File: src/rtl/mp_ram.sv
// Multi-port RAM with per-byte write enables, selectable read latency,
// optional write-first bypass and a zeroing sweep after reset.
module mp_ram #(
    parameter int OPTN_DATA_WIDTH   = 32,
    parameter int OPTN_RAM_DEPTH    = 32,
    parameter int OPTN_NUM_RD_PORTS = 2,
    parameter int OPTN_NUM_WR_PORTS = 2,
    parameter int OPTN_RD_LATENCY   = 0,
    parameter int OPTN_WR_BYPASS    = 1,
    localparam int RAM_IDX_WIDTH    = $clog2(OPTN_RAM_DEPTH),
    localparam int NUM_BYTES        = OPTN_DATA_WIDTH / 8
) (
    input  logic                                           clk,
    input  logic                                           rst,
    output logic                                           o_ram_ready,
    input  logic [OPTN_NUM_RD_PORTS-1:0]                   i_ram_rd_en,
    input  logic [OPTN_NUM_RD_PORTS-1:0][RAM_IDX_WIDTH-1:0] i_ram_rd_addr,
    output logic [OPTN_NUM_RD_PORTS-1:0][OPTN_DATA_WIDTH-1:0] o_ram_rd_data,
    input  logic [OPTN_NUM_WR_PORTS-1:0]                   i_ram_wr_en,
    input  logic [OPTN_NUM_WR_PORTS-1:0][RAM_IDX_WIDTH-1:0] i_ram_wr_addr,
    input  logic [OPTN_NUM_WR_PORTS-1:0][NUM_BYTES-1:0]    i_ram_wr_byte_en,
    input  logic [OPTN_NUM_WR_PORTS-1:0][OPTN_DATA_WIDTH-1:0] i_ram_wr_data
);

    localparam logic [RAM_IDX_WIDTH:0] DEPTH_L =
        (RAM_IDX_WIDTH+1)'(OPTN_RAM_DEPTH);
    localparam logic [RAM_IDX_WIDTH-1:0] LAST_IDX =
        RAM_IDX_WIDTH'(OPTN_RAM_DEPTH - 1);

    typedef enum logic {
        S_INIT,
        S_READY
    } state_t;

    state_t                   state_q, state_d;
    logic [RAM_IDX_WIDTH-1:0] init_idx_q, init_idx_d;
    logic                     ready;
    logic [OPTN_DATA_WIDTH-1:0] mem [OPTN_RAM_DEPTH];
    logic [OPTN_NUM_RD_PORTS-1:0][OPTN_DATA_WIDTH-1:0] rd_next;

    function automatic logic in_range(input logic [RAM_IDX_WIDTH-1:0] a);
        return {1'b0, a} < DEPTH_L;
    endfunction

    // Sweep state and index; reset restarts the zeroing sweep
    always_ff @(posedge clk or posedge rst) begin
        if (rst) begin
            state_q    <= S_INIT;
            init_idx_q <= '0;
        end else begin
            state_q    <= state_d;
            init_idx_q <= init_idx_d;
        end
    end

    // Advance the sweep one entry per cycle until the last entry is cleared
    always_comb begin
        state_d    = state_q;
        init_idx_d = init_idx_q;
        ready      = 1'b0;
        unique case (state_q)
            S_INIT: begin
                init_idx_d = init_idx_q + 1'b1;
                if (init_idx_q == LAST_IDX)
                    state_d = S_READY;
            end
            S_READY: ready = 1'b1;
        endcase
    end

    assign o_ram_ready = ready;

    // Array update: sweep zeroes during INIT, later ports override per byte
    always_ff @(posedge clk) begin
        if (state_q == S_INIT) begin
            mem[init_idx_q] <= '0;
        end else begin
            for (int p = 0; p < OPTN_NUM_WR_PORTS; p++) begin
                for (int b = 0; b < NUM_BYTES; b++) begin
                    if (i_ram_wr_en[p] && i_ram_wr_byte_en[p][b] &&
                        in_range(i_ram_wr_addr[p]))
                        mem[i_ram_wr_addr[p]][8*b +: 8] <=
                            i_ram_wr_data[p][8*b +: 8];
                end
            end
        end
    end

    // Read value per port, with same-cycle write bytes merged when write-first
    always_comb begin
        rd_next = '0;
        for (int r = 0; r < OPTN_NUM_RD_PORTS; r++) begin
            if (ready && i_ram_rd_en[r] && in_range(i_ram_rd_addr[r])) begin
                rd_next[r] = mem[i_ram_rd_addr[r]];
                if (OPTN_RD_LATENCY == 1 && OPTN_WR_BYPASS != 0) begin
                    for (int p = 0; p < OPTN_NUM_WR_PORTS; p++) begin
                        for (int b = 0; b < NUM_BYTES; b++) begin
                            if (i_ram_wr_en[p] && i_ram_wr_byte_en[p][b] &&
                                i_ram_wr_addr[p] == i_ram_rd_addr[r])
                                rd_next[r][8*b +: 8] =
                                    i_ram_wr_data[p][8*b +: 8];
                        end
                    end
                end
            end
        end
    end

    if (OPTN_RD_LATENCY == 0) begin : g_lat0
        assign o_ram_rd_data = rd_next;
    end else begin : g_lat1
        logic [OPTN_NUM_RD_PORTS-1:0][OPTN_DATA_WIDTH-1:0] rd_q;

        // Output registers hold the value sampled at the read edge
        always_ff @(posedge clk or posedge rst) begin
            if (rst)
                rd_q <= '0;
            else
                rd_q <= rd_next;
        end

        assign o_ram_rd_data = rd_q;
    end

endmodule
File: config.mk
export PLATFORM = sky130hd
export DESIGN_NAME = mp_ram
export DESIGN_NICKNAME = d
export VERILOG_FILES = /design/src/rtl/mp_ram.sv
export SDC_FILE = /design/constraint.sdc
export NUM_CORES = 2
export LEC_CHECK = 0
export CORE_UTILIZATION = 52
export DETAILED_ROUTE_END_ITERATION = 6
export PLACE_DENSITY = 0.79
export SYNTH_ARGS = -nofsm -noshare
export SYNTH_HDL_FRONTEND = slang
export SYNTH_SLANG_ARGS = --single-unit
export TNS_END_PERCENT = 5
File: constraint.sdc
create_clock -name clk -period 3.9 [get_ports clk]
set_clock_uncertainty 0.2 [all_clocks]
set_input_delay 0.975 -clock clk [delete_from_list [all_inputs] [get_ports clk]]
set_output_delay 0.975 -clock clk [all_outputs]
set_load 0.01 [all_outputs]
Yosys cells after proc, flatten, opt, wreduce, memory -nomap -nowiden
Memory sizes are Yosys's and may differ from the RTL's.
Cells that the tools add are included.
{"block": "totals", "reg_bits": 6, "ram_bits": 1024, "input_bits": 98, "output_inout_bits": 65, "word_cells": 49, "mem_count": 1}
{"memory": "mem", "words": 32, "width": 32, "read_ports": 2, "rd_ports_with_merged_regs": 0, "wr": 2, "line_no": "38", "text": "logic [OPTN_DATA_WIDTH-1:0] mem [OPTN_RAM_DEPTH];"}
{"block": "classes", "n_addsub": 1, "n_eq_ne": 1, "muxes": 33, "n_reduce_logical": 11}
{"operator": "2-to-1 mux 32 bit", "count": 3}
{"operator": "OR reduction 32 bit", "count": 1}
{"operator": "2-to-1 mux 1 bit", "count": 28}
{"operator": "logical AND 1 bit", "count": 10}
{"operator": "adder 5 x 1 -> 5 bit (second input constant)", "count": 1}
{"operator": "== test 5 bit (second input constant)", "count": 1}
{"operator": "2-to-1 mux 5 bit", "count": 1}
{"operator": "2-to-1 mux 4 bit", "count": 1}

Longest topological paths before layout
{"block": "logic_depth", "ltp_word": 6, "ltp_mapped": 8, "mapped_depth_nobuf": 4}

Worst setup path after synthesis
OpenSTA, ideal clock, no wires.
{"block": "synth_timing", "path_type": "in2out", "from": "in i_ram_rd_addr[1] in the netlist's numbering", "to": "out o_ram_rd_data[0] in the netlist's numbering", "t_arrival_ps": 2469, "required_ps": 2725, "setup_slack_ps": 256, "path_stages": 6, "path_buffers": 3, "path_cell_list": "buf_4 > buf_2 > buf_2 > mux4_2 > a22oi_1 > a31oi_1"}
{"item": "from (decl)", "line_no": "17", "text": "input logic [OPTN_NUM_RD_PORTS-1:0][RAM_IDX_WIDTH-1:0] i_ram_rd_addr,"}
{"item": "to (decl)", "line_no": "18", "text": "output logic [OPTN_NUM_RD_PORTS-1:0][OPTN_DATA_WIDTH-1:0] o_ram_rd_data,"}

==> flow_metrics.py <==
metrics = {
    "min_path": {
        "min_path_type": "in2async",
    },
    "place": {
        "dpl.hpwl_um": 161800,
        "gp_congestion": 1.042,
        "dpl_cell_area_sq_mm": 0.07107,
        "portBuffers": 162,
        "place_ws_ns": -0.8058,
    },
    "yosys": {
        "ys.warnings.count": 0,
        "synth_area_sq_mm": 0.06246,
        "yosys.area.top_type": "edfxtp_1",
        "syn-num-nets": 4836,
        "syn-mean-instance-area_sq_um": 13.19,
        "synth-edff-count": 1024,
        "synth_top_cells_by_area": "edfxtp_1 (49%), mux4_2 (16%), mux2_2 (7.4%)",
        "yosysMostFrequentCell": "edfxtp_1",
        "async_reset_ff_frac": 0.005825,
        "netlist_instances": 4736,
        "synth_top_area_share": 0.4923,
        "yosysSeqAreaShare": 0.4947,
        "synth_seq_cells": 1030,
        "synth_common_cells": "edfxtp_1 (1024), nand2_1 (740), o21ai_0 (645)",
        "synth_cell_types": 74,
        "ys.flop_type": "edfxtp_1",
    },
    "setup_path": {
        "reg2reg_depth": 7,
        "critPathLaunchType": "input port",
        "end_kind": "primary output",
        "critPathKind": "in2out",
        "path_max_fanout": 7,
        "crit_arrival_ns": 2.95,
        "critPathRequiredTime_ns": 2.72,
    },
    "timing": {
        "slew-limit-headroom": 0.1772,
        "tightest_slew_ns": 1.230,
        "whs_ns": 0.2858,
        "drv_slew": 0,
        "finalHoldViolCount": 0,
        "fin_crit_ns": 4.122,
        "layout_setup_ws_ns": -0.2223,
        "period_share": 1.057,
        "rsz0062_at_grt": "true",
        "max_freq_mhz": 242.6,
        "setup_viol": 68,
    },
    "global_route": {
        "grt.total_usage": 0.4022,
        "grt_overflow": 0,
        "antenna_found_initial": 8,
        "grt_max_degree": 33,
        "grt_pass1_vias": 50340,
        "grt_pass1_wl_um": 349300,
    },
    "routing": {
        "drt-vias-per-instance": 7.249,
        "vias": 51160,
        "drtPass1Iterations": 7,
        "ant_nets": 0,
        "first_iter_violations": 9697,
        "route.detailed.drc": 0,
        "routed_wl_um": 246600,
        "avgRoutedWirePerCell_um": 34.94,
    },
    "cells_and_area": {
        "final_net_count": 5463,
        "final_area_sq_mm": 0.07707,
        "area_growth_pct": 23.40,
        "drive_gt1_frac": 0.4182,
        "fillers": 8121,
    },
    "floorplanning": {
        "coreArea_sq_mm": 0.1186,
        "die_w_um": 348.6,
        "start_util": 0.5268,
        "die_y_um": 348.6,
        "rows": 126,
        "die_area_sq_mm": 0.1215,
        "top_level_ports": 163,
    },
    "job": {
        "max-cap-violations": 0,
    },
    "cts": {
        "clock_path_buffers": 3,
        "clk_root_buffer_cell": "clkbuf_16",
        "clock_sinks": 1030,
        "worstSkewPairLatency_ns": 0.75,
        "cts_tree": "done",
        "clk_pin_slew_worst_paths_ns": 0.07,
        "cts_buffers": 105,
        "holdBufCountCts": 0,
        "htreeDepth": 3,
    },
    "outcome": {
        "outcome": "finished with violations",
        "violations": "negative setup slack",
    },
    "pwr": {
        "power_density_mw_per_mm2": 348.3,
        "irDropWorstVdd_uv": 363.1,
        "power.leakage_nw": 28.00,
    },
}
==> worst paths after layout <==
path	start	endpoint	slack, ns
worst min-delay path	rst	init_idx_q[4]$_DFFE_PP0N_	0.29
worst max-delay path	i_ram_rd_addr[6]	o_ram_rd_data[50]	-0.22
worst min register to register	init_idx_q[0]$_DFFE_PP0N_	init_idx_q[0]$_DFFE_PP0N_	0.69
max in group asynchronous	rst	init_idx_q[1]$_DFFE_PP0N_	2.95
min in group clk	init_idx_q[0]$_DFFE_PP0N_	init_idx_q[0]$_DFFE_PP0N_	0.69
worst max register to register	state_q$_DFF_PP0_	mem[31][26]$_DFFE_PP_	0.03
==> metrics by stage <==
step | setup TNS, ns | cells | total power [mW] | util
floorplan | 0 | 4736 | 14.36 | -
global placement | -132.75 | 6774 | 15.93 | 0.5995
detailed placement | -155.98 | 6774 | 16.01 | 0.5995
CTS | -6.861 | 7032 | 26.46 | 0.6460
global route | -5.987 | 7054 | 27.19 | 0.6500
finish | -6.623 | 7058 | 26.84 | 0.6501
==> power breakdown <==
group / internal (mW) / switching [mW] / leakage [nW] / total (mW)
Sequential: 12.2 / 0.00709 / 10.7 / 12.2
Clock: 5.97 / 4.55 / 1.70 / 10.5
Combinational: 1.74 / 2.36 / 15.5 / 4.09
==> flip-flops by register name, indices dropped and copies added, names as in the netlist <==
signal and cells:
init_idx_q 5, mem 1024, state_q 1
==> timing repair <==
| action | 4_1_cts | 5_1_grt |
|---|---|---|
| pin swaps | 44 | 35 |
| cloned | 17 | 1 |
| setup buffers | 49 | 20 |
| gates resized for setup | 411 | 141 |
| setup endpoints to repair | 64 | 64 |
==> layout by cell type, fill, tap and decap left out, types with 22 or more instances in the layout <==
master and instances:
buf_4 673, mux2i_1 224, clkdlybuf4s50_1 88, buf_16 27
buf_6 41, a221o_1 64, clkinv_1 25, nor3_2 61
buf_2 27, clkbuf_16 112, and3_4 31, nand2_1 737
a221oi_1 27, o21ai_0 616, a22oi_1 35, a22oi_2 29
a31oi_2 22, o21bai_1 63, mux2_2 412, buf_12 124
a31oi_1 35, edfxtp_1 1024, mux4_2 448, o21ai_1 50
==> worst max-delay path: stages <==
cell     delay (ns)
buf_16         0.14
buf_16         0.20
buf_12         0.17
buf_16         0.14
mux4_2         0.51
mux2i_1        0.18
buf_4          0.15
a221o_1        0.19
a31oi_2        0.07
buf_2          0.22
==> routing by layer <==
layer / wire [um] / track usage / vias to the layer above
met5: 140 / 0 / -
met3: 42560 / 0.1560 / 1362
met2: 106100 / 0.5949 / 5191
met1: 76900 / 0.4891 / 24550
met4: 20870 / 0.2670 / 16
li1: - / - / 20050
==> kinds of logic (layout without fill, tap and decap cells) <==
kind of cell | count (synthesis) | in the layout | synth area share
multiplexers | 1126 | 1126 | 0.2786
AO/OA/AOI/OAI | 1085 | 1085 | 0.1064
flip-flops | 1030 | 1030 | 0.4947
AND/OR/NAND/NOR | 976 | 977 | 0.07769
buffers and inverters | 514 | 1231 | 0.04177
XOR/XNOR | 3 | 3 | 0.0004208
adder cells (fa/ha/maj) | 2 | 2 | 0.0004006
other | 0 | 4 | 0
==> cell type report <==
type                    count  area [sq um]  share of cell area
repair buffers           1026         10340              0.1341
multi-input cells        3193         30290              0.3930
inverters                   7         33.78           0.0004383
well taps                1600          2002             0.02597
flip-flops and latches   1030         30900              0.4009
clock inverters            69         658.1            0.008539
diodes                      4         10.01           0.0001299
clock buffers             129          2845             0.03692
Power figures use the tool's default switching activity.
